[src/rtl/chan_sel_pkg.sv]
// Shared definitions for the coded channel selector.
package chan_sel_pkg;

  // Select code meaning "no channel".
  localparam int unsigned SEL_NONE = 0;

  // Operating mode encodings.
  typedef enum logic {
    MODE_FIXED = 1'b0,
    MODE_SCAN  = 1'b1
  } mode_e;

  // True when code addresses a real channel (1..nch).
  function automatic logic sel_code_ok(input int unsigned code, input int unsigned nch);
    return (code >= 1) && (code <= nch);
  endfunction

endpackage

[src/rtl/scan_ptr.sv]
// Round-robin channel pointer over codes 1..NCH, restartable to 1.
module scan_ptr #(
  parameter int unsigned NCH  = 3,
  parameter int unsigned SELW = $clog2(NCH + 1)
) (
  input  logic            clk,
  input  logic            rst_n,
  input  logic            restart,
  input  logic            advance,
  output logic [SELW-1:0] ptr
);

  // Restart wins over advance; wrap NCH back to 1 (NCH=1 stays at 1).
  always_ff @(posedge clk or negedge rst_n) begin
    if (!rst_n) begin
      ptr <= SELW'(1);
    end else if (restart) begin
      ptr <= SELW'(1);
    end else if (advance) begin
      ptr <= (ptr == SELW'(NCH)) ? SELW'(1) : ptr + SELW'(1);
    end
  end

endmodule

[src/rtl/chan_select_pipe.sv]
// Registered NCH-way coded channel selector with fixed and scan modes,
// driving a depth-1 valid/ready output stage.
module chan_select_pipe
  import chan_sel_pkg::*;
#(
  parameter int unsigned WIDTH = 2,
  parameter int unsigned NCH   = 3,
  parameter int unsigned SELW  = $clog2(NCH + 1)
) (
  input  logic                 clk,
  input  logic                 rst_n,
  input  logic [NCH*WIDTH-1:0] ch_data,
  input  logic [SELW-1:0]      sel,
  input  logic                 sel_valid,
  input  logic                 mode,
  output logic [WIDTH-1:0]     out_data,
  output logic [SELW-1:0]      out_ch,
  output logic                 out_valid,
  input  logic                 out_ready
);

  logic [SELW-1:0]  sel_q;
  mode_e            mode_q;
  logic [SELW-1:0]  ptr;
  logic [SELW-1:0]  code_c;
  logic [WIDTH-1:0] word_c;
  logic             free_c;
  logic             restart_c;
  logic             advance_c;

  // Latched select code (out-of-range codes collapse to none) and mode.
  always_ff @(posedge clk or negedge rst_n) begin
    if (!rst_n) begin
      sel_q  <= SELW'(SEL_NONE);
      mode_q <= MODE_FIXED;
    end else begin
      if (sel_valid) begin
        sel_q <= sel_code_ok(32'(sel), NCH) ? sel : SELW'(SEL_NONE);
      end
      mode_q <= mode_e'(mode);
    end
  end

  assign free_c    = !out_valid || out_ready;
  // Entering scan mode: pointer is 1 when the first scan load happens.
  assign restart_c = (mode_q == MODE_FIXED) && (mode_e'(mode) == MODE_SCAN);
  assign advance_c = free_c && (mode_q == MODE_SCAN);

  scan_ptr #(
    .NCH  (NCH),
    .SELW (SELW)
  ) u_scan_ptr (
    .clk     (clk),
    .rst_n   (rst_n),
    .restart (restart_c),
    .advance (advance_c),
    .ptr     (ptr)
  );

  // Pick the active code and mux out that channel's word (zero for none).
  always_comb begin
    code_c = (mode_q == MODE_SCAN) ? ptr : sel_q;
    word_c = '0;
    for (int unsigned k = 1; k <= NCH; k++) begin
      if (code_c == SELW'(k)) begin
        word_c = ch_data[(k-1)*WIDTH +: WIDTH];
      end
    end
  end

  // Output slot: loads only when empty or being accepted, else holds.
  always_ff @(posedge clk or negedge rst_n) begin
    if (!rst_n) begin
      out_data  <= '0;
      out_ch    <= SELW'(SEL_NONE);
      out_valid <= 1'b0;
    end else if (free_c) begin
      out_data  <= word_c;
      out_ch    <= code_c;
      out_valid <= (code_c != SELW'(SEL_NONE));
    end
  end

endmodule

[config.mk]
export PLATFORM = sky130hd
export DESIGN_NAME = chan_select_pipe
export DESIGN_NICKNAME = d
export VERILOG_FILES = /design/src/rtl/chan_sel_pkg.sv /design/src/rtl/scan_ptr.sv /design/src/rtl/chan_select_pipe.sv
export SDC_FILE = /design/constraint.sdc
export NUM_CORES = 1
export LEC_CHECK = 0
export ABC_AREA = 1
export BUFFER_PORTS_ARGS = -buffer_cell sky130_fd_sc_hd__buf_2
export CORE_AREA = 2 2 39 41
export CTS_BUF_LIST = sky130_fd_sc_hd__clkbuf_4 sky130_fd_sc_hd__clkbuf_8
export DETAILED_ROUTE_END_ITERATION = 12
export DIE_AREA = 0 0 41 43
export GPL_ROUTABILITY_DRIVEN = 1
export PLACE_DENSITY = 0.65
export SLEW_MARGIN = 0
export SYNTH_ARGS = -nofsm -noshare
export SYNTH_HDL_FRONTEND = slang
export SYNTH_SLANG_ARGS = --single-unit
[constraint.sdc]
create_clock -name clk -period 1.5 [get_ports clk]
set_input_delay 0.15 -clock clk [delete_from_list [all_inputs] [get_ports clk]]
set_output_delay 0.15 -clock clk [all_outputs]
set_load 0.005 [all_outputs]
==> results.tsv <==
stage	metric	value	unit
setup_path	Buf+Inv Stages, Crit Path	1	
setup_path	crit path max fanout	8	
clock_network	worst skew pair latency	0.28	ns
timing	period utilisation layout	73.3	%
setup_path	critical path startpoint category	register	
job	number of max-cap violations	0	
global_routing	vias in the first global route	408	
clock_network	root buffer cell	clkbuf_4	
power	Pint	0.531	mW
outcome	outcome	finished clean	
final_layout	most frequent cells in the layout	nand2_1 (17), buf_2 (17), dfrtp_1 (9)	
setup_path	Critical Path Max Stage Delay	0.44	ns
power	sequential share of power	44.5	%
die	number of top-level pins	18	
timing	Hold Violations, Final	0	
timing	setup ws final	0.400	ns
die	Vert. Die Dim	43	um
setup_path	CP Capture Type	register	
die	DIE WIDTH	41	um
place	gpl congestion	0.846	
clock_network	CTS buffer count	3	
route	routed vias	468	
power	Worst IR Drop VDD	0.000514	V
global_routing	global-route wire length before repair	1.62	mm
power	Design Power	0.756	mW
die	starting density of the core	35.5	%
yosys	Avg Inst Size Synth	7.81	um^2
setup_path	Critical Path RT	1.72	ns
clock_network	CTS Buffer Depth	2	
timing	Setup violations, final	0	
global_routing	GRT overflow	0	
clock_network	CTS tree	yes	
timing	Max Clk Rate	909	MHz
final_layout	share of cells above drive strength 1	32.9	%
timing	Hold Worst Slack	0.0157	ns
yosys	instance count of the mapped netlist	63	
min_path	WHS Path Cells	1	
clock_network	H-tree depth	1	
min_path	Hold Path Class	primary input to register	
setup_path	reg2reg end	out_data[1]$_DFFE_PN0P_	
timing	post-layout min period	1.10	ns
route	DR DRC count	0	
final_layout	layout net count	100	
setup_path	worst r2r src	mode_q$_DFF_PN0_	
final_layout	Filler cells	142	
setup_path	Register-to-Register Setup Slack	0.40	ns
setup_path	R2R depth	7	
power	Combinational Power Share	21.7	%
global_routing	largest net degree at the start of global routing	11	
timing	RSZ-0062 raised after global routing	false	
power	P_sw	0.225	mW
min_path	origin of the worst min-delay path	mode	
timing	final clock skew	0.00281	ns
setup_path	CP startpoint	mode_q$_DFF_PN0_	
yosys	Yosys cell types	13	
die	die footprint	0.00176	mm^2
setup_path	slowest CP cell	dfrtp_1	
min_path	hold endpoint	mode_q$_DFF_PN0_	
final_layout	register area	251	um^2
place	IO buf count	17	
yosys	sequential area share after synthesis	51.1	%
setup_path	crit-path most repeated cell	nand2_1	
route	Final ANT Viol Nets	0	
yosys	Post-Synthesis Cell Area	492	um^2
route	DR iter-0 viols	7	
clock_network	clk sink count	10	
timing	Slew @ Worst Pin	0.245	ns
yosys	syn nets	77	
power	static leakage	0.353	nW
final_layout	area of the multi-input gates	214	um^2
timing	worst relative slew slack	83.7	%
route	length of the first detailed-routing pass in iterations	4	
power	clock share of power	33.8	%
final_layout	layout overhead on the synthesized area	30.8	%
setup_path	CP Cell Sequence	inv_2 > nand2_1 > nand2_1 > nand3_1 > nand2_1 > nor2_1 > nor2_1	
yosys	register bit total from synthesis	10	
die	Rows	14	
timing	setup TNS	0	ns
power	Net Sw Frac	29.7	%
place	post-DP HPWL	773	um
final_layout	Post-Route Utilization	46.5	%
power	Pwr per Cell Area	1180	mW/mm^2
route	final wirelength	1.06	mm
setup_path	critical path type	register to register	
yosys	Ys Warns	0	
setup_path	worst path arrival time	1.32	ns
route	Avg WL per Cell	10.5	um
place	Setup WS pre-CTS	0.426	ns
final_layout	diodes inserted	0	
die	Placeable Area	0.00138	mm^2
global_routing	initial antenna violation count	0	
route	post-DR vias/cell	4.63	
global_routing	Tot GR Track Use	14.9	%
clock_network	Clock transition at path regs	0.07	ns
setup_path	delay-heaviest family, CP	simple AND/OR/NAND/NOR gates	
timing	Pins Over Slew Limit	0	
cells in the mapped netlist:
library cell / number / area [um^2]
a21oi_1: 2 / 10.0
inv_2: 1 / 3.75
nor2_1: 7 / 26.3
nand2_2: 4 / 25.0
nor3_1: 1 / 5.00
nand2_1: 17 / 63.8
nand3_1: 7 / 35.0
ha_1: 1 / 12.5
o21ai_0: 6 / 30.0
inv_1: 6 / 22.5
nor2_2: 1 / 6.26
dfstp_2: 1 / 26.3
dfrtp_1: 9 / 225
layer usage:
metal	global-route usage, %	share of wire [%]	routed length (um)	up-vias
met2	20.9	45	473	26
met3	7.85	8.8	93	3
li1	-	-	-	248
met5	0	0	0	-
met4	12.0	2.5	26	0
met1	15.5	44	468	191
what timing repair did:
item / 4_1_cts / 5_1_grt
endpoints found under the hold margin: 10 / 0
gates resized for setup: 0 / 0
setup buffers: 0 / 0
hold buffers: 1 / 0
flip-flops by register name, indices dropped and copies added, names as in the netlist:
| signal | flops |
|---|---|
| mode_q | 1 |
| out_valid | 1 |
| out_data | 2 |
| sel_q | 2 |
| out_ch | 2 |
| u_scan_ptr.ptr | 2 |
cells by family after synthesis:
logic type / after synthesis / synth area share, %
AOI/OAI and AO/OA: 8 / 8.14
buffers and inverters: 7 / 5.34
DFF: 10 / 51.1
and+or+nand+nor: 37 / 32.8
adders and majority gates: 1 / 2.54
worst max path at each step:
stage	slack [ns]	endpoint	cells after the start
finish	0.40	out_data[1]$_DFFE_PN0P_	7
global route	0.32	out_data[1]$_DFFE_PN0P_	7
CTS	0.41	out_data[1]$_DFFE_PN0P_	7
detailed placement	0.43	out_data[1]$_DFFE_PN0P_	7
global placement	0.44	out_data[1]$_DFFE_PN0P_	7
floorplan	0.49	out_data[0]$_DFFE_PN0P_	7
power by group through the flow:
stage                     registers (mW)  clock network, mW  logic (mW)
final                              0.337              0.256       0.164
after global routing               0.341              0.278       0.191
after CTS                          0.336              0.259       0.167
after detailed placement           0.341                  0       0.163
after global placement             0.338                  0       0.161
after floorplan                    0.342                  0      0.0954
metrics by stage:
| stage | area, um^2 | instances |
|---|---|---|
| 3_5_place_dp | 597 | 96 |
| 3_3_place_gp | 597 | 96 |
| 2_1_floorplan | 492 | 63 |
| 5_1_grt | 643 | 101 |
| 4_1_cts | 643 | 101 |
| 6_report | 643 | 101 |
final cells by class:
class                      instances  area share, %
sequential                        10           39.1
multi-input combinational         46           33.3
timing repair buffer              18           14.8
clock buffer                       4           5.64
inverter                           7           4.09
tap                               16           3.11
No activity file was read; power rests on OpenSTA's default activity.
